$ cat config.mk
export PLATFORM = sky130hd
export DESIGN_NAME = mouse_cfg_seq
export DESIGN_NICKNAME = d
export VERILOG_FILES = /design/src/rtl/mouse_cfg_seq.sv
export SDC_FILE = /design/constraint.sdc
export NUM_CORES = 1
export LEC_CHECK = 0
export ABC_AREA = 1
export CORE_ASPECT_RATIO = 0.75
export CORE_MARGIN = 5
export CORE_UTILIZATION = 57
export DETAILED_ROUTE_END_ITERATION = 8
export PLACE_DENSITY_LB_ADDON = 0.05
export SLEW_MARGIN = 20
export SYNTH_ARGS = -nofsm -noshare
export SYNTH_HDL_FRONTEND = slang
export SYNTH_SLANG_ARGS = --single-unit
$ cat constraint.sdc
create_clock -name clk -period 3.3 [get_ports clk]
set_input_delay 0.33 -clock clk [delete_from_list [all_inputs] [get_ports clk]]
set_output_delay 0.33 -clock clk [all_outputs]
set_load 0.05 [all_outputs]
$ cat src/rtl/mouse_cfg_seq.sv
// ----------------------------------------------------------------------------
// mouse_cfg_seq
//   Configuration sequencer for the PS/2 mouse controller load interface.
//   After reset it programs the cursor limits and the start position. Later it
//   re-runs all or part of that programming on request: full restart,
//   resolution change (resize) or recenter.
//
//   Build option: define MOUSE_CFG_AUTOCENTER_EN to make every resize also
//   rewrite the position. Resize and recenter then target the middle of the
//   current limits (lim >> 1). The full sequence still uses INIT_X/INIT_Y,
//   clamped to the limits.
//
// Ports
//   clk, rst_n            100 MHz mouse-domain clock, async active-low reset
//   start_cfg_i           pulse: rerun the full sequence
//   res_valid_i           pulse: new limits on max_x_in_i / max_y_in_i
//   max_x_in_i/max_y_in_i new limits, taken when res_valid_i = 1
//   recenter_req_i        level request, rising edge starts a recenter
//   recenter_ack_o        one-cycle pulse when a recenter completes
//   value_o               load value to the mouse controller
//   setmax_x_o/setmax_y_o one-cycle load strobes for the limits
//   setx_o/sety_o         one-cycle load strobes for the position
//   busy_o                high while any sequence runs
//   cfg_done_o            set after the first full sequence, cleared by reset
// ----------------------------------------------------------------------------
module mouse_cfg_seq #(
    parameter logic [11:0] MAX_X  = 12'd1023,
    parameter logic [11:0] MAX_Y  = 12'd767,
    parameter logic [11:0] INIT_X = 12'd512,
    parameter logic [11:0] INIT_Y = 12'd384,
    parameter int unsigned GAP    = 4
) (
    input  logic        clk,
    input  logic        rst_n,
    input  logic        start_cfg_i,
    input  logic        res_valid_i,
    input  logic [11:0] max_x_in_i,
    input  logic [11:0] max_y_in_i,
    input  logic        recenter_req_i,
    output logic        recenter_ack_o,
    output logic [11:0] value_o,
    output logic        setmax_x_o,
    output logic        setmax_y_o,
    output logic        setx_o,
    output logic        sety_o,
    output logic        busy_o,
    output logic        cfg_done_o
);

`ifdef MOUSE_CFG_AUTOCENTER_EN
    localparam bit AUTOCENTER = 1'b1;
`else
    localparam bit AUTOCENTER = 1'b0;
`endif

    localparam logic [3:0] GAP_CNT = 4'(GAP);

    typedef enum logic [2:0] {
        S_IDLE, S_W_MAXX, S_W_MAXY, S_W_X, S_W_Y, S_GAP_WAIT
    } state_e;

    state_e      state_q, ret_q;
    logic [3:0]  gap_cnt_q;
    logic [11:0] lim_x_q, lim_y_q, lim_x_d, lim_y_d;
    logic [11:0] clamp_x, clamp_y, half_x, half_y, tgt_x, tgt_y;
    logic        boot_q, start_pend_q, res_pend_q, rec_pend_q, rec_prev_q;
    logic        ack_owed_q, full_q, center_q, do_pos_q, rec_edge;
    logic [11:0] value_q;
    logic        setmax_x_q, setmax_y_q, setx_q, sety_q;
    logic        busy_q, cfg_done_q, recenter_ack_q;

    // A res_valid pulse takes effect in its own cycle. Any write launched in
    // that cycle already uses the new limits.
    always_comb begin
        lim_x_d  = res_valid_i ? max_x_in_i : lim_x_q;
        lim_y_d  = res_valid_i ? max_y_in_i : lim_y_q;
        clamp_x  = (lim_x_d < INIT_X) ? lim_x_d : INIT_X;
        clamp_y  = (lim_y_d < INIT_Y) ? lim_y_d : INIT_Y;
        half_x   = lim_x_d >> 1;
        half_y   = lim_y_d >> 1;
        tgt_x    = center_q ? half_x : clamp_x;
        tgt_y    = center_q ? half_y : clamp_y;
        rec_edge = recenter_req_i & ~rec_prev_q;
    end

    // NOTE: every register in this block is assigned with <= only. The
    // request flags below the case statement are set after it, so a new
    // request in the same cycle as a clear wins.
    always_ff @(posedge clk or negedge rst_n) begin
        if (!rst_n) begin
            state_q        <= S_IDLE;
            ret_q          <= S_IDLE;
            gap_cnt_q      <= '0;
            lim_x_q        <= MAX_X;
            lim_y_q        <= MAX_Y;
            boot_q         <= 1'b1;   // launches the automatic sequence after release
            start_pend_q   <= 1'b0;
            res_pend_q     <= 1'b0;
            rec_pend_q     <= 1'b0;
            rec_prev_q     <= 1'b0;
            ack_owed_q     <= 1'b0;
            full_q         <= 1'b0;
            center_q       <= 1'b0;
            do_pos_q       <= 1'b0;
            value_q        <= '0;
            setmax_x_q     <= 1'b0;
            setmax_y_q     <= 1'b0;
            setx_q         <= 1'b0;
            sety_q         <= 1'b0;
            busy_q         <= 1'b0;
            cfg_done_q     <= 1'b0;
            recenter_ack_q <= 1'b0;
        end else begin
            setmax_x_q     <= 1'b0;
            setmax_y_q     <= 1'b0;
            setx_q         <= 1'b0;
            sety_q         <= 1'b0;
            recenter_ack_q <= 1'b0;
            lim_x_q        <= lim_x_d;
            lim_y_q        <= lim_y_d;
            rec_prev_q     <= recenter_req_i;

            case (state_q)
                S_IDLE: begin
                    if (boot_q || start_pend_q) begin
                        // A full run absorbs every other pending request. A
                        // swallowed recenter is still acknowledged at the end.
                        boot_q       <= 1'b0;
                        start_pend_q <= 1'b0;
                        res_pend_q   <= 1'b0;
                        rec_pend_q   <= 1'b0;
                        ack_owed_q   <= rec_pend_q;
                        full_q       <= 1'b1;
                        center_q     <= 1'b0;
                        do_pos_q     <= 1'b1;
                        state_q      <= S_W_MAXX;
                        value_q      <= lim_x_d;
                        setmax_x_q   <= 1'b1;
                        busy_q       <= 1'b1;
                    end else if (res_pend_q) begin
                        res_pend_q   <= 1'b0;
                        ack_owed_q   <= 1'b0;
                        full_q       <= 1'b0;
                        center_q     <= AUTOCENTER;
                        do_pos_q     <= AUTOCENTER || (INIT_X > lim_x_d) || (INIT_Y > lim_y_d);
                        state_q      <= S_W_MAXX;
                        value_q      <= lim_x_d;
                        setmax_x_q   <= 1'b1;
                        busy_q       <= 1'b1;
                    end else if (rec_pend_q) begin
                        rec_pend_q   <= 1'b0;
                        ack_owed_q   <= 1'b1;
                        full_q       <= 1'b0;
                        center_q     <= AUTOCENTER;
                        state_q      <= S_W_X;
                        value_q      <= AUTOCENTER ? half_x : clamp_x;
                        setx_q       <= 1'b1;
                        busy_q       <= 1'b1;
                    end
                end
                S_W_MAXX: begin
                    state_q   <= S_GAP_WAIT;
                    gap_cnt_q <= GAP_CNT;
                    ret_q     <= S_W_MAXY;
                end
                S_W_MAXY: begin
                    state_q   <= S_GAP_WAIT;
                    gap_cnt_q <= GAP_CNT;
                    ret_q     <= do_pos_q ? S_W_X : S_IDLE;
                end
                S_W_X: begin
                    state_q   <= S_GAP_WAIT;
                    gap_cnt_q <= GAP_CNT;
                    ret_q     <= S_W_Y;
                end
                S_W_Y: begin
                    state_q   <= S_GAP_WAIT;
                    gap_cnt_q <= GAP_CNT;
                    ret_q     <= S_IDLE;
                end
                S_GAP_WAIT: begin
                    if (gap_cnt_q <= 4'd1) begin
                        state_q <= ret_q;
                        case (ret_q)
                            S_W_MAXY: begin value_q <= lim_y_d; setmax_y_q <= 1'b1; end
                            S_W_X:    begin value_q <= tgt_x;   setx_q     <= 1'b1; end
                            S_W_Y:    begin value_q <= tgt_y;   sety_q     <= 1'b1; end
                            default: begin
                                busy_q         <= 1'b0;
                                recenter_ack_q <= ack_owed_q;
                                if (full_q) cfg_done_q <= 1'b1;
                            end
                        endcase
                    end else begin
                        gap_cnt_q <= gap_cnt_q - 4'd1;
                    end
                end
                default: state_q <= S_IDLE;
            endcase

            if (start_cfg_i) start_pend_q <= 1'b1;
            if (res_valid_i) res_pend_q   <= 1'b1;
            if (rec_edge)    rec_pend_q   <= 1'b1;
        end
    end

    assign value_o        = value_q;
    assign setmax_x_o     = setmax_x_q;
    assign setmax_y_o     = setmax_y_q;
    assign setx_o         = setx_q;
    assign sety_o         = sety_q;
    assign busy_o         = busy_q;
    assign cfg_done_o     = cfg_done_q;
    assign recenter_ack_o = recenter_ack_q;

endmodule

==> key figures <==
Outcome
  • Status: complete, but fails checks
  • Failing checks: hold timing

Layout
  • Multi-input gate area: 1171 µm²
  • Share of cells above drive strength 1: 0.1610
  • Post-route cell area: 3642 µm²
  • N_diodes: 0
  • Fin nets: 436
  • Post-Layout Cell Count: 470
  • FF/Latch Area: 1551 µm²
  • Area delta synth->final: 24.72%
  • Fillers: 392

Place
  • Worst slack at placement: 1.133 ns
  • Count of input and output buffers: 47
  • Dpl cell area: 3398 µm²
  • Placer congestion estimate: 0.8670
  • Placed Cells: 454
  • Half-perimeter wire length after placement: 4661 µm

Timing
  • Actual slew at the worst max-slew pin: 0.6083 ns
  • Fin Setup TNS: 0 ns
  • Tmin final: 2.100 ns
  • Final setup vio count: 0
  • Final Hold Viols: 13
  • Fmax: 0.4762 GHz
  • Max_slew headroom: 0.5945
  • RSZ-0062 raised after global routing: false
  • Fin. max-slew vios: 0
  • Fin crit share: 0.6363
  • Post-route setup slack: 1.200 ns
  • Worst Skew: 0.006229 ns
  • Post-Route Hold Slack: -0.005935 ns

Worst setup path
  • Worst path arrival time: 2.38 ns
  • Bufs and invs on worst path: 1
  • CP Class: reg2reg
  • Worst Setup Start Kind: flop
  • Worst path top cell family by delay: simple AND/OR/NAND/NOR gates
  • Crit-path slowest cell: dfrtp_1
  • CP max FO: 23
  • Critical Path Max Stage Delay: 0.40 ns
  • Most used cell, CP: nand2_1
  • CP Cell Sequence: inv_1 -> nand3_1 -> nand2_1 -> nor2_1 -> nor2_4 -> nand2_2 -> a21oi_1 -> nand2_1 -> nand2_1
  • Crit path capture type: flop
  • CP required: 3.58 ns

Synth
  • Count of different cell masters after synthesis: 30
  • Mapped Area: 2920 µm²
  • Proportion of synthesized area in mux cells: 0
  • Main combinational cell family by area after synthesis: simple AND/OR/NAND/NOR gates
  • Post-synthesis adder-cell area fraction: 0.008569
  • Synthesized flop and latch total: 61
  • Cell taking the most area after synthesis: dfrtp_1
  • Simple-gate area share of the yosys netlist: 0.3055
  • Sequential area share after synthesis: 0.5313
  • Warnings, synthesis: 0
  • Syn avg cell area: 8.226 µm²
  • Gate Count Post-Synth: 355
  • Syn_nets: 386
  • Main area contributors after synthesis: dfrtp_1, nand2_1, dfstp_2
  • Xor-xnor portion of the synthesized cell area: 0
  • Synth Area in Compound Gates: 0.08698
  • Yosys top cell area share: 0.3513

Pwr
  • Leakage: 0.001784 µW
  • VDD IR-drop max: 0.6038 mV
  • Power per cell area: 910.8 nW/µm²
  • Int Power: 1922 µW
  • Psw: 1395 µW
  • Comb power frac: 0.437
  • Switching Fraction: 0.4205
  • Reg power frac: 0.326
  • Clk pwr share: 0.238

Floorplanning
  • I/O Pins: 48
  • Rows: 22
  • Die height: 71.99 µm
  • Area of the core: 4927 µm²
  • Die width: 92.65 µm
  • Die ar.: 6670 µm²
  • Initial Util: 0.5927

Clock network
  • Cts hold-fix bufs: 0
  • H-tree depth: 3
  • Clk_lat worst skew: 0.34 ns
  • Setup Fix Bufs, Post-CTS: 0
  • CTS Buffer Depth: 2
  • Cts bufs inserted: 9
  • Reg clk slew, reported paths: 0.07 ns
  • TritonCTS clock tree: done
  • Clock sink total: 61
  • Resized cells post-CTS: 0
  • Clock root buffer: clkbuf_8

Drt
  • DRC: 0
  • Vias per cell: 5.174
  • Final wirelength: 6636 µm
  • Final ANT Viol Nets: 0
  • Iter 0 DRT Violations: 276
  • First drt pass iteration count: 4
  • Vias: 2432
  • Drt wl/cell: 14.12 µm

Global route
  • Total congestion overflow: 0
  • Global-route wire length before repair: 11020 µm
  • Total track usage: 0.2139
  • Initial antenna violation count: 0
  • Vias in the first global route: 2242
  • Largest net degree at the start of global routing: 34

Flow run
  • Max-cap violations: 0

Hold path
  • Hold Path Class: in2async
[cell usage after synthesis (all sizes together)]
cell type    n
nor2        27
a31oi        2
o31ai        1
o21a         1
nand2      155
a41oi        1
o21ai       15
ha           2
dfrtp       41
o21bai       1
o22ai        3
buf         10
a21oi       15
inv         32
nand3       20
dfstp       20
nand4        5
nor3         3
a21o         1
[worst reg2reg max path: stages (launching register included)]
cell,delay (ns)
dfrtp_1,0.40
inv_1,0.10
nand3_1,0.39
nand2_1,0.29
nor2_1,0.10
nor2_4,0.10
nand2_2,0.29
a21oi_1,0.22
nand2_1,0.08
nand2_1,0.06
[power by group through the flow]
stage                     Combinational [µW]  Clock (µW)  Sequential (µW)
final                                   1450         788             1080
after global routing                    1600         841             1100
after CTS                               1450         802             1080
after detailed placement                1440           0             1080
after global placement                  1420           0             1090
after floorplan                          820           0             1340
[layer usage]
| layer | track usage | routed length, µm |
|---|---|---|
| met5 | 0 | 0 |
| met4 | 0.05854 | 48 |
| met3 | 0.09016 | 637 |
| met2 | 0.2733 | 2625 |
| met1 | 0.3288 | 3323 |
[metrics by stage]
| stage | power [µW] | util |
|---|---|---|
| final | 3317 | 0.7392 |
| after detailed placement | 2522 | 0.6897 |
| after global routing | 3544 | 0.7392 |
| after global placement | 2507 | 0.6897 |
| after floorplan | 2164 | - |
| after CTS | 3326 | 0.7392 |
[state kept, by name, summed over array words and instances (netlist names), 3 cells and up]
signal / cells
gap_cnt_q: 4
value_o: 12
state_q: 3
lim_y_q: 12
ret_q: 3
lim_x_q: 12
[path summary, 6_finish.rpt]
path / slack, ns / startpoint / end / depth (start not counted)
max in group asynchronous: 2.44 / rst_n / lim_x_q[4] / 2
min in group clk: 0.44 / rec_prev_q / rec_pend_q / 1
min: -0.006 / rst_n / cfg_done_o / 1
max reg2reg: 1.20 / ret_q[2] / value_o[1] / 9
min reg2reg: 0.44 / rec_prev_q / rec_pend_q / 1
max: 1.20 / ret_q[2] / value_o[1] / 9
[layout by cell type (no fill, tap or decap), types with 3 or more instances in the layout]
cell type	synthesis	final
nand2_1	147	147
nand3_1	20	20
dfstp_2	20	20
nand2_2	7	7
o22ai_1	3	3
inv_1	28	28
a21oi_2	6	6
inv_2	4	4
nor2_4	3	3
dfrtp_1	41	41
nor2_1	20	20
nor2_2	4	4
clkdlybuf4s50_1	0	46
nand4_1	5	5
o21ai_0	11	11
a21oi_1	9	9
clkbuf_8	0	13
o21ai_1	3	3
[logic make-up after synthesis]
| kind of cell | count (synthesis) |
|---|---|
| AOI/OAI and AO/OA | 40 |
| adders and majority gates | 2 |
| buffers and inverters | 42 |
| DFF | 61 |
| and+or+nand+nor | 210 |
[layout make-up]
type / instances / area share
sequential: 61 / 0.4260
clock buffer: 13 / 0.04912
multi-input combinational: 252 / 0.3215
timing repair buffer: 49 / 0.1319
clock inverter: 3 / 0.01786
inverter: 32 / 0.03298
tap: 60 / 0.02061
No activity file was read; power rests on OpenSTA's default activity.
